==> src/rtl/bascomp_pkg.sv <==
// Shared definitions for the basic computer AC/ALU slice.
//  - op codes decoded by ac_alu
//  - FSM state encoding for ac_alu
//  - E flip-flop command bundle (load enable, clear, data)
//  - default widths
package bascomp_pkg;

    localparam int unsigned DEFAULT_WIDTH = 16;
    localparam int unsigned DEFAULT_SLICE = 4;

    localparam logic [3:0] OP_AND = 4'd0;
    localparam logic [3:0] OP_ADD = 4'd1;
    localparam logic [3:0] OP_LDA = 4'd2;
    localparam logic [3:0] OP_CLA = 4'd3;
    localparam logic [3:0] OP_CLE = 4'd4;
    localparam logic [3:0] OP_CMA = 4'd5;
    localparam logic [3:0] OP_CME = 4'd6;
    localparam logic [3:0] OP_CIR = 4'd7;
    localparam logic [3:0] OP_CIL = 4'd8;
    localparam logic [3:0] OP_INC = 4'd9;

    localparam logic [1:0] ST_IDLE   = 2'd0;
    localparam logic [1:0] ST_ADDS   = 2'd1;
    localparam logic [1:0] ST_COMMIT = 2'd2;

    typedef struct packed {
        logic en;    // load E this cycle
        logic clr;   // clear E (data forced low)
        logic data;  // new E value
    } e_cmd_t;

endpackage

==> src/rtl/ac_slice_adder.sv <==
// Combinational SLICE-bit adder with carry in/out; one nibble of the serial ADD.
// Ports:
//  a, b       in   SLICE  addends
//  carry_in   in   1      carry from previous slice
//  sum        out  SLICE  slice sum
//  carry_out  out  1      carry into next slice
module ac_slice_adder #(
    parameter int unsigned SLICE = 4
) (
    input  logic [SLICE-1:0] a,
    input  logic [SLICE-1:0] b,
    input  logic             carry_in,
    output logic [SLICE-1:0] sum,
    output logic             carry_out
);

    assign {carry_out, sum} = {1'b0, a} + {1'b0, b} + {{SLICE{1'b0}}, carry_in};

endmodule

==> src/rtl/ac_alu.sv <==
// Accumulator and ALU of the basic computer. Accepts one op per valid/ready handshake,
// executes single-cycle ops in one step and ADD nibble-serially, then spends one COMMIT
// cycle presenting done and the E flip-flop command.
// Ports:
//  clk, reset           clock, async active-low reset
//  op_valid/op_ready    op handshake; op_ready high only in IDLE
//  op, dr_data          op code and memory operand, sampled at accept
//  e_outdata            current E value from the ff
//  ac_data              accumulator; ac_zero / ac_neg flags derived from it
//  done                 one-cycle completion pulse
//  e_indata/ff_en/e_clr E flip-flop command, valid only while done
module ac_alu
    import bascomp_pkg::*;
#(
    parameter int unsigned WIDTH = DEFAULT_WIDTH,
    parameter int unsigned SLICE = DEFAULT_SLICE
) (
    input  logic             clk,
    input  logic             reset,
    input  logic             op_valid,
    output logic             op_ready,
    input  logic [3:0]       op,
    input  logic [WIDTH-1:0] dr_data,
    input  logic             e_outdata,
    output logic [WIDTH-1:0] ac_data,
    output logic             ac_zero,
    output logic             ac_neg,
    output logic             done,
    output logic             e_indata,
    output logic             ff_en,
    output logic             e_clr
);

    localparam int unsigned NUM_SLICES = WIDTH / SLICE;
    localparam int unsigned CNT_W      = (NUM_SLICES > 1) ? $clog2(NUM_SLICES) : 1;
    localparam logic [CNT_W-1:0] LAST_SLICE = CNT_W'(NUM_SLICES - 1);

    if ((WIDTH % SLICE) != 0) begin : gen_bad_slice
        $error("ac_alu: WIDTH must be a multiple of SLICE");
    end

    logic [1:0]       state_q, state_d;
    logic [WIDTH-1:0] ac_q, ac_d;
    logic [WIDTH-1:0] dr_q, dr_d;
    logic             carry_q, carry_d;
    logic [CNT_W-1:0] cnt_q, cnt_d;
    logic             done_q, done_d;
    e_cmd_t           e_cmd_q, e_cmd_d;

    // Slice views of AC/DR so the active nibble is picked by the slice counter.
    logic [NUM_SLICES-1:0][SLICE-1:0] ac_slices, dr_slices, ac_slices_d;
    logic [SLICE-1:0] sum_slice;
    logic             carry_out;

    assign ac_slices = ac_q;
    assign dr_slices = dr_q;

    ac_slice_adder #(
        .SLICE (SLICE)
    ) u_slice_adder (
        .a         (ac_slices[cnt_q]),
        .b         (dr_slices[cnt_q]),
        .carry_in  (carry_q),
        .sum       (sum_slice),
        .carry_out (carry_out)
    );

    always_comb begin
        state_d     = state_q;
        ac_d        = ac_q;
        dr_d        = dr_q;
        carry_d     = carry_q;
        cnt_d       = cnt_q;
        done_d      = 1'b0;
        e_cmd_d     = '0;
        ac_slices_d = ac_slices;

        case (state_q)
            ST_IDLE: begin
                if (op_valid) begin
                    state_d = ST_COMMIT;
                    done_d  = 1'b1;
                    case (op)
                        OP_AND: ac_d = ac_q & dr_data;
                        OP_ADD: begin
                            state_d = ST_ADDS;
                            done_d  = 1'b0;
                            dr_d    = dr_data;
                            carry_d = 1'b0;
                            cnt_d   = '0;
                        end
                        OP_LDA: ac_d = dr_data;
                        OP_CLA: ac_d = '0;
                        OP_CLE: begin
                            e_cmd_d.en  = 1'b1;
                            e_cmd_d.clr = 1'b1;
                        end
                        OP_CMA: ac_d = ~ac_q;
                        OP_CME: begin
                            e_cmd_d.en   = 1'b1;
                            e_cmd_d.data = ~e_outdata;
                        end
                        OP_CIR: begin
                            ac_d         = {e_outdata, ac_q[WIDTH-1:1]};
                            e_cmd_d.en   = 1'b1;
                            e_cmd_d.data = ac_q[0];
                        end
                        OP_CIL: begin
                            ac_d         = {ac_q[WIDTH-2:0], e_outdata};
                            e_cmd_d.en   = 1'b1;
                            e_cmd_d.data = ac_q[WIDTH-1];
                        end
                        OP_INC: ac_d = ac_q + WIDTH'(1);
                        default: ;  // undefined code: NOP, still completes
                    endcase
                end
            end
            ST_ADDS: begin
                ac_slices_d[cnt_q] = sum_slice;
                ac_d    = ac_slices_d;
                carry_d = carry_out;
                cnt_d   = cnt_q + CNT_W'(1);
                if (cnt_q == LAST_SLICE) begin
                    state_d      = ST_COMMIT;
                    done_d       = 1'b1;
                    cnt_d        = '0;
                    e_cmd_d.en   = 1'b1;
                    e_cmd_d.data = carry_out;
                end
            end
            ST_COMMIT: state_d = ST_IDLE;
            default:   state_d = ST_IDLE;
        endcase
    end

    always_ff @(posedge clk or negedge reset) begin
        if (!reset) begin
            state_q <= ST_IDLE;
            ac_q    <= '0;
            dr_q    <= '0;
            carry_q <= 1'b0;
            cnt_q   <= '0;
            done_q  <= 1'b0;
            e_cmd_q <= '0;
        end else begin
            state_q <= state_d;
            ac_q    <= ac_d;
            dr_q    <= dr_d;
            carry_q <= carry_d;
            cnt_q   <= cnt_d;
            done_q  <= done_d;
            e_cmd_q <= e_cmd_d;
        end
    end

    assign op_ready = (state_q == ST_IDLE);
    assign ac_data  = ac_q;
    assign ac_zero  = (ac_q == '0);
    assign ac_neg   = ac_q[WIDTH-1];
    assign done     = done_q;
    assign ff_en    = e_cmd_q.en;
    assign e_clr    = e_cmd_q.clr;
    assign e_indata = e_cmd_q.data & ~e_cmd_q.clr;

endmodule

==> config.mk <==
export PLATFORM = sky130hd
export DESIGN_NAME = ac_alu
export DESIGN_NICKNAME = d
export VERILOG_FILES = /design/src/rtl/bascomp_pkg.sv /design/src/rtl/ac_slice_adder.sv /design/src/rtl/ac_alu.sv
export SDC_FILE = /design/constraint.sdc
export NUM_CORES = 1
export LEC_CHECK = 0
export ABC_AREA = 0
export CAP_MARGIN = 20
export CORE_UTILIZATION = 47
export DETAILED_ROUTE_END_ITERATION = 7
export PLACE_DENSITY = 0.7
export REMOVE_ABC_BUFFERS = 1
export SYNTH_ARGS = -nofsm -noshare
export SYNTH_HDL_FRONTEND = slang
export SYNTH_HIERARCHICAL = 1
export SYNTH_SLANG_ARGS = --single-unit
==> constraint.sdc <==
create_clock -name clk -period 4.2 [get_ports clk]
set_clock_uncertainty 0.2 [all_clocks]
set_input_delay 0.42 -clock clk [delete_from_list [all_inputs] [get_ports clk]]
set_output_delay 0.42 -clock clk [all_outputs]
set_load 0.1 [all_outputs]
==> results of run 1 <==
layout make-up:
class	instances	area share
clock inverter	3	0.0166
clock buffer	5	0.0166
inverter	14	0.0126
tap	99	0.0298
multi-input combinational	320	0.543
sequential	41	0.247
timing repair buffer	58	0.134
cell usage in the layout, fill, tap and decap left out, types with 7 or more instances in the layout:
cell              n
a21oi_1          38
a22o_1            8
a2bb2oi_1         9
and3_1            9
buf_4            11
clkdlybuf4s50_1  44
dfrtp_1          41
ha_1              9
inv_1            13
mux2_1           14
mux4_2            8
nand2_1          33
nand2b_1          7
nand3_1          18
nor2_1           36
nor2b_1           8
o21ai_0          16
o21ai_1          10
path summary, 6_finish.rpt:
kind / to / start / slack, ns / cells after the start
setup / recovery: ac_data[11] / cnt_q[0] / 0.95 / 9
hold / removal: ac_data[0] / reset / 0.27 / 2
setup reg to reg: ac_data[11] / cnt_q[0] / 0.95 / 9
hold reg to reg: dr_q[9] / dr_q[9] / 0.30 / 1
max in group asynchronous: dr_q[7] / reset / 3.08 / 3
min in group clk: dr_q[9] / dr_q[9] / 0.30 / 1
power groups by stage:
| stage | Sequential, mW | Combinational [mW] | Clock, mW |
|---|---|---|---|
| 6_report | 0.841 | 1.80 | 0.404 |
| 3_3_place_gp | 0.842 | 1.73 | 0 |
| 4_1_cts | 0.831 | 1.77 | 0.408 |
| 5_1_grt | 0.858 | 1.88 | 0.424 |
| 2_1_floorplan | 1.23 | 0.778 | 0 |
| 3_5_place_dp | 0.839 | 1.75 | 0 |
through the flow:
step | utilization | setup slack [ns]
2_1_floorplan | - | 0.783
3_3_place_gp | 0.550 | 1.10
3_5_place_dp | 0.550 | 1.01
4_1_cts | 0.569 | 0.980
5_1_grt | 0.573 | 0.785
6_report | 0.573 | 0.949
routing by layer:
| layer | track usage | routed length [um] | up-vias |
|---|---|---|---|
| met4 | 0.161 | 514 | 0 |
| met2 | 0.487 | 5590 | 232 |
| li1 | - | - | 1586 |
| met1 | 0.438 | 4880 | 1703 |
| met3 | 0.0681 | 1250 | 42 |
| met5 | 0 | 0 | - |
logic make-up after synthesis:
family                     after synthesis  synth area share
AOI/OAI and AO/OA                      128             0.244
xor gates and xnor gates                12            0.0297
and+or+nand+nor                        144             0.218
DFF                                     41             0.290
adders and majority gates               11            0.0432
muxes                                   25             0.105
buffers and inverters                   54            0.0704
state kept, by name, indices dropped and copies added (netlist names):
signal   cells
ac_data     16
dr_q        16
cnt_q        2
state_q      2
carry_q      1
done         1
e_clr        1
e_cmd_q      1
ff_en        1
what timing repair did:
action,4_1_cts,5_1_grt
hold buffers,0,1
hold endpoints to repair,0,5
resized for setup,0,0
==> results by group, run 1 <==
Cells and area
  • Post-Layout Cell Count: 540
  • Reg area: 1030 um2
  • Fillcell total: 665
  • Antenna cell count: 0
  • Multi-input gate area: 2260 um2
  • Nets: 475
  • Layout cell share with drive strength beyond 1: 0.0975
  • Cell area after layout: 4160 um2
  • P&R area growth vs syn: 17.6%

Placed design
  • Port Buffers: 46
  • DP Area: 3990 um2
  • Routability cong.: 0.994
  • Dpl cells: 530
  • Post-DP HPWL: 8.88 mm

Clock network
  • Clock slew at reported path FFs: 0.10 ns
  • CTS tree: done
  • CTS Root Cell: clkbuf_8
  • Inserted Clock Buffers: 5
  • H-tree depth: 2
  • Clock Sinks: 41
  • Post-CTS setup buffers: 0
  • Clock buffer depth: 2
  • Worst-Skew Late Latency: 0.30 ns

GRT
  • GRT Residual Overflow: 0
  • First-pass GRT wire length: 18.5 mm
  • Number of global-route vias before repair: 3214
  • Largest net degree at the start of global routing: 42
  • GRT Overall Usage: 0.323
  • Initial antenna violation count: 0

Synthesis
  • Synth top cells by count: 41 x dfrtp_1, 38 x a21oi_1, 36 x nor2_1, 33 x nand2_1, 19 x buf_2
  • Top post-synthesis cells by area: dfrtp_1 29%, a21oi_1 5.4%, mux4_2 5.1%, mux2_1 4.5%, nor2_1 3.8%
  • EDFF count, synth: 0
  • Top-count cell post-synth: dfrtp_1
  • Post-synthesis sequential area ratio: 0.290
  • Ys async rst share: 1.00
  • Post-Synthesis Cells: 415
  • Yosys top cell area share: 0.290
  • Main synth FF type: dfrtp_1
  • Post-synth cell types: 67
  • Cell area after synthesis: 3530 um2
  • Synth Area per Inst: 8.52 um2
  • Synth Register Bits: 41
  • Warnings from Yosys: 6
  • Post-synth top area cell: dfrtp_1

Power and ir drop
  • Internal power: 1.36 mW
  • NetSw: 1.69 mW
  • PnR Total Power: 3.05 mW
  • Power Dens Cells: 733 nW/um2
  • Sw frac: 0.553
  • Sequential Power Share: 0.276
  • Leakage: 1.73 nW
  • Peak supply drop: 549 uV
  • Comb pwr share: 0.591
  • Clock power share: 0.133

Drt
  • Drt total wl: 12.2 mm
  • Wire per inst: 22.6 um
  • DR iter-0 viols: 413
  • Vias per cell: 6.60
  • Vias: 3563
  • TritonRoute pass-1 iters: 5
  • Residual DRC count: 0
  • Post-route antenna net violation count: 0

Floorplanning
  • Rows: 31
  • Initial Util: 0.487
  • IO Pins: 47
  • Die height: 88.7 um
  • Die area: 7870 um2
  • Die W: 88.7 um
  • Core ar.: 7250 um2

Timing
  • Max-slew violation count: 0
  • RSZ-0062 raised after global routing: false
  • Fmax: 308 MHz
  • Final Hold Fails: 0
  • Slew HR: 0.344
  • TNS Setup: 0 ns
  • Min Tclk post-route: 3.25 ns
  • Worst Tran Pin Value: 0.981 ns
  • Crit share post-route: 0.774
  • Final count of negative-setup-slack endpoints: 0
  • Hold slack: 0.265 ns

Setup path
  • Slowest cell on the critical path: dfrtp_1
  • CP startpoint kind: flip-flop
  • CP Data Required Time: 4.19 ns
  • CP max FO: 13
  • Worst Setup End Kind: flip-flop
  • Cell family with most CP delay: compound AO/OA/AOI/OAI gates
  • Crit path top cell by count: nor2_1
  • Slowest Stage Delay on Critical Path: 0.71 ns
  • Critical path class: flip-flop to flip-flop
  • Critical path buffers and inverters: 0
  • Worst-path cell chain: mux4_2 > fa_1 > a21o_1 > a21oi_2 > xnor2_1 > nor2_1 > o22ai_1 > o32ai_1 > nor2_1
  • Arrival @ worst endpoint: 3.24 ns

Status
  • Outcome: complete, no violations

Hold path
  • Worst min path class: input port to async pin

Flow run
  • Max-cap check violation count: 0
Power figures use the tool's default switching activity.
==> run 2, diff against run 1 <==
Settings changed: PLACE_DENSITY 0.7 to 0.73.
Clock period 4.2 ns to 2.85 ns, I/O delays scaled along.
==> run 2 against run 1 <==
  * Worst setup slack got worse by 0.90 ns
  * Via count grew 4.9%
  * Sequential power up 4.8%
  * Flip-flop and latch count unchanged
  * Non-clock buffer count rose by 38
  * Clock power up 45%
  * Die area unchanged
  * Worst hold slack gained 0.028 ns
  * Sequential share of layout area down 1.6 points
  * Final cell count increased by 7.0%
  * Count of clock-buffer cells in the layout unchanged
  * Routed wire length is 1.9% higher
  * Largest cell class unchanged
==> results by group, run 2 (synthesized netlist as in run 1, its figures left out) <==
Setup path
  • Worst Setup End Kind: flip-flop (unchanged)
  • Arrival @ worst endpoint: 2.79 ns (was 3.24 ns)
  • Critical path buffers and inverters: 0 (unchanged)
  • Critical path class: flip-flop to flip-flop (unchanged)
  • Crit path top cell by count: nor2_1 (unchanged)
  • CP Data Required Time: 2.85 ns (was 4.19 ns)
  • Worst-path cell chain: mux4_2 > fa_2 > a21o_1 > a21oi_2 > xnor2_1 > nor2_1 > o22ai_1 > o32ai_1 > nor2_1 (was mux4_2 > fa_1 > a21o_1 > a21oi_2 > xnor2_1 > nor2_1 > o22ai_1 > o32ai_1 > nor2_1)
  • CP max FO: 2 (was 13)
  • Path length in cells of the critical path: 9 (unchanged)
  • Cell family with most CP delay: compound AO/OA/AOI/OAI gates (unchanged)
  • CP startpoint: cnt_q[0] (unchanged)
  • R2R Path Start: cnt_q[0] (unchanged)
  • R2R cell count: 9 (unchanged)
  • Slowest cell on the critical path: mux4_2 (was dfrtp_1)
  • Slowest Stage Delay on Critical Path: 0.54 ns (was 0.71 ns)
  • CP startpoint kind: flip-flop (unchanged)

GRT
  • GRT Overall Usage: 0.331 (was 0.323)
  • Number of global-route vias before repair: 3465 (was 3214)
  • First-pass GRT wire length: 19.2 mm (was 18.5 mm)
  • Initial antenna violation count: 0 (unchanged)
  • Largest net degree at the start of global routing: 42 (unchanged)
  • GRT Residual Overflow: 0 (unchanged)

Power and ir drop
  • Sw frac: 0.520 (was 0.553)
  • Clock power share: 0.119 (was 0.133)
  • Power Dens Cells: 1100 nW/um2 (was 733 nW/um2)
  • Comb pwr share: 0.701 (was 0.591)
  • Leakage: 1.94 nW (was 1.73 nW)
  • Internal power: 2.35 mW (was 1.36 mW)
  • Sequential Power Share: 0.180 (was 0.276)
  • Peak supply drop: 1050 uV (was 549 uV)
  • NetSw: 2.55 mW (was 1.69 mW)

Drt
  • Residual DRC count: 0 (unchanged)
  • DR iter-0 viols: 486 (was 413)
  • Wire per inst: 21.5 um (was 22.6 um)
  • Post-route antenna net violation count: 0 (unchanged)
  • Drt total wl: 12.5 mm (was 12.2 mm)
  • Vias: 3739 (was 3563)
  • TritonRoute pass-1 iters: 7 (was 5)
  • Vias per cell: 6.47 (was 6.60)

Placed design
  • DP Area: 4210 um2 (was 3990 um2)
  • Post-DP HPWL: 9.15 mm (was 8.88 mm)
  • Routability cong.: 0.977 (was 0.994)
  • Post-Place Worst Slack: 0.0425 ns (was 1.01 ns)
  • Port Buffers: 46 (unchanged)

Floorplanning
  • Die W: 88.7 um (unchanged)
  • Core ar.: 7250 um2 (unchanged)
  • IO Pins: 47 (unchanged)
  • Die area: 7870 um2 (unchanged)
  • Initial Util: 0.487 (unchanged)
  • Die height: 88.7 um (unchanged)
  • Rows: 31 (unchanged)

Timing
  • Final Hold Fails: 0 (unchanged)
  • Final WS setup: 0.0543 ns (was 0.949 ns)
  • Crit share post-route: 0.981 (was 0.774)
  • Fmax: 358 MHz (was 308 MHz)
  • Max-slew violation count: 0 (unchanged)
  • Final count of negative-setup-slack endpoints: 0 (unchanged)
  • Min Tclk post-route: 2.80 ns (was 3.25 ns)
  • Slew HR: 0.360 (was 0.344)
  • Worst Tran Pin Value: 0.959 ns (was 0.981 ns)
  • RSZ-0062 raised after global routing: true (was false)

Cells and area
  • P&R area growth vs syn: 25.6% (was 17.6%)
  • Layout cell share with drive strength beyond 1: 0.225 (was 0.0975)
  • Cell area after layout: 4440 um2 (was 4160 um2)
  • Most frequent cells in the layout: 67 x buf_4, 41 x dfrtp_1, 38 x a21oi_1 (was 44 x clkdlybuf4s50_1, 41 x dfrtp_1, 38 x a21oi_1)
  • Antenna cell count: 0 (unchanged)
  • Most common cell after layout, fill and taps aside: buf_4 (was clkdlybuf4s50_1)
  • Nets: 513 (was 475)
  • Core Util, Final: 0.612 (was 0.573)

Hold path
  • Hold Startpoint: dr_q[5]
  • Worst min path class: flip-flop to flip-flop (was input port to async pin)
  • Hold Path Cell Cnt: 1

Clock network
  • Clock slew at reported path FFs: 0.09 ns (was 0.10 ns)
  • CTS Root Cell: clkbuf_8 (unchanged)
  • H-tree depth: 2 (unchanged)
  • Clock buffer depth: 2 (unchanged)
  • Clock Sinks: 41 (unchanged)
  • Inserted Clock Buffers: 5 (unchanged)
  • Worst-Skew Late Latency: 0.31 ns (was 0.30 ns)
  • CTS tree: done (unchanged)

Status
  • Outcome: complete, no violations (unchanged)

Flow run
  • Max-cap check violation count: 0 (unchanged)
[run 2: worst paths after layout]
path                          endpoint  slack [ns]
min                            dr_q[5]        0.29
min reg2reg                    dr_q[5]        0.29
max in group asynchronous   ac_data[9]        1.39
min in group asynchronous        e_clr        0.45
max reg2reg                ac_data[11]        0.05
max                        ac_data[11]        0.05
[run 2: cell type report]
type,instances,area (um2)
fill,671,2820
multi-input combinational,320,2280
sequential,41,1030
timing repair buffer,96,815
tap,99,124
clock buffer,5,68.8
clock inverter,3,68.8
inverter,14,52.6
[run 2: power by group through the flow]
stage | Clock [mW] | Combinational (mW) | Sequential (mW)
6_report | 0.584 | 3.44 | 0.881
5_1_grt | 0.608 | 3.61 | 0.902
4_1_cts | 0.588 | 3.23 | 0.876
3_5_place_dp | 0 | 3.21 | 0.889
3_3_place_gp | 0 | 3.18 | 0.880
2_1_floorplan | 0 | 1.15 | 1.82
[run 2: per-layer routing]
metal	wire length [um]	GRT usage	up-vias
met3	1190	0.0457	50
li1	-	-	1656
met2	5700	0.526	249
met1	5050	0.456	1784
met4	508	0.133	0
met5	0	0	-
[run 2: through the flow]
stage	instances	TNS (ns)	hold WS (ns)	power, mW
final	578	0	0.293	4.90
after global routing	578	-0.0549	0.314	5.12
after CTS	570	0	0.301	4.69
after detailed placement	561	0	0.280	4.10
after global placement	561	0	0.258	4.06
after floorplan	375	-2.53	-0.211	2.97
[run 2: timing repair]
item,CTS,global route
hold buffers,1,0
endpoints found under the setup margin,0,2
setup buffers,0,7
gates resized for setup,0,6
hold endpoints to repair,41,0
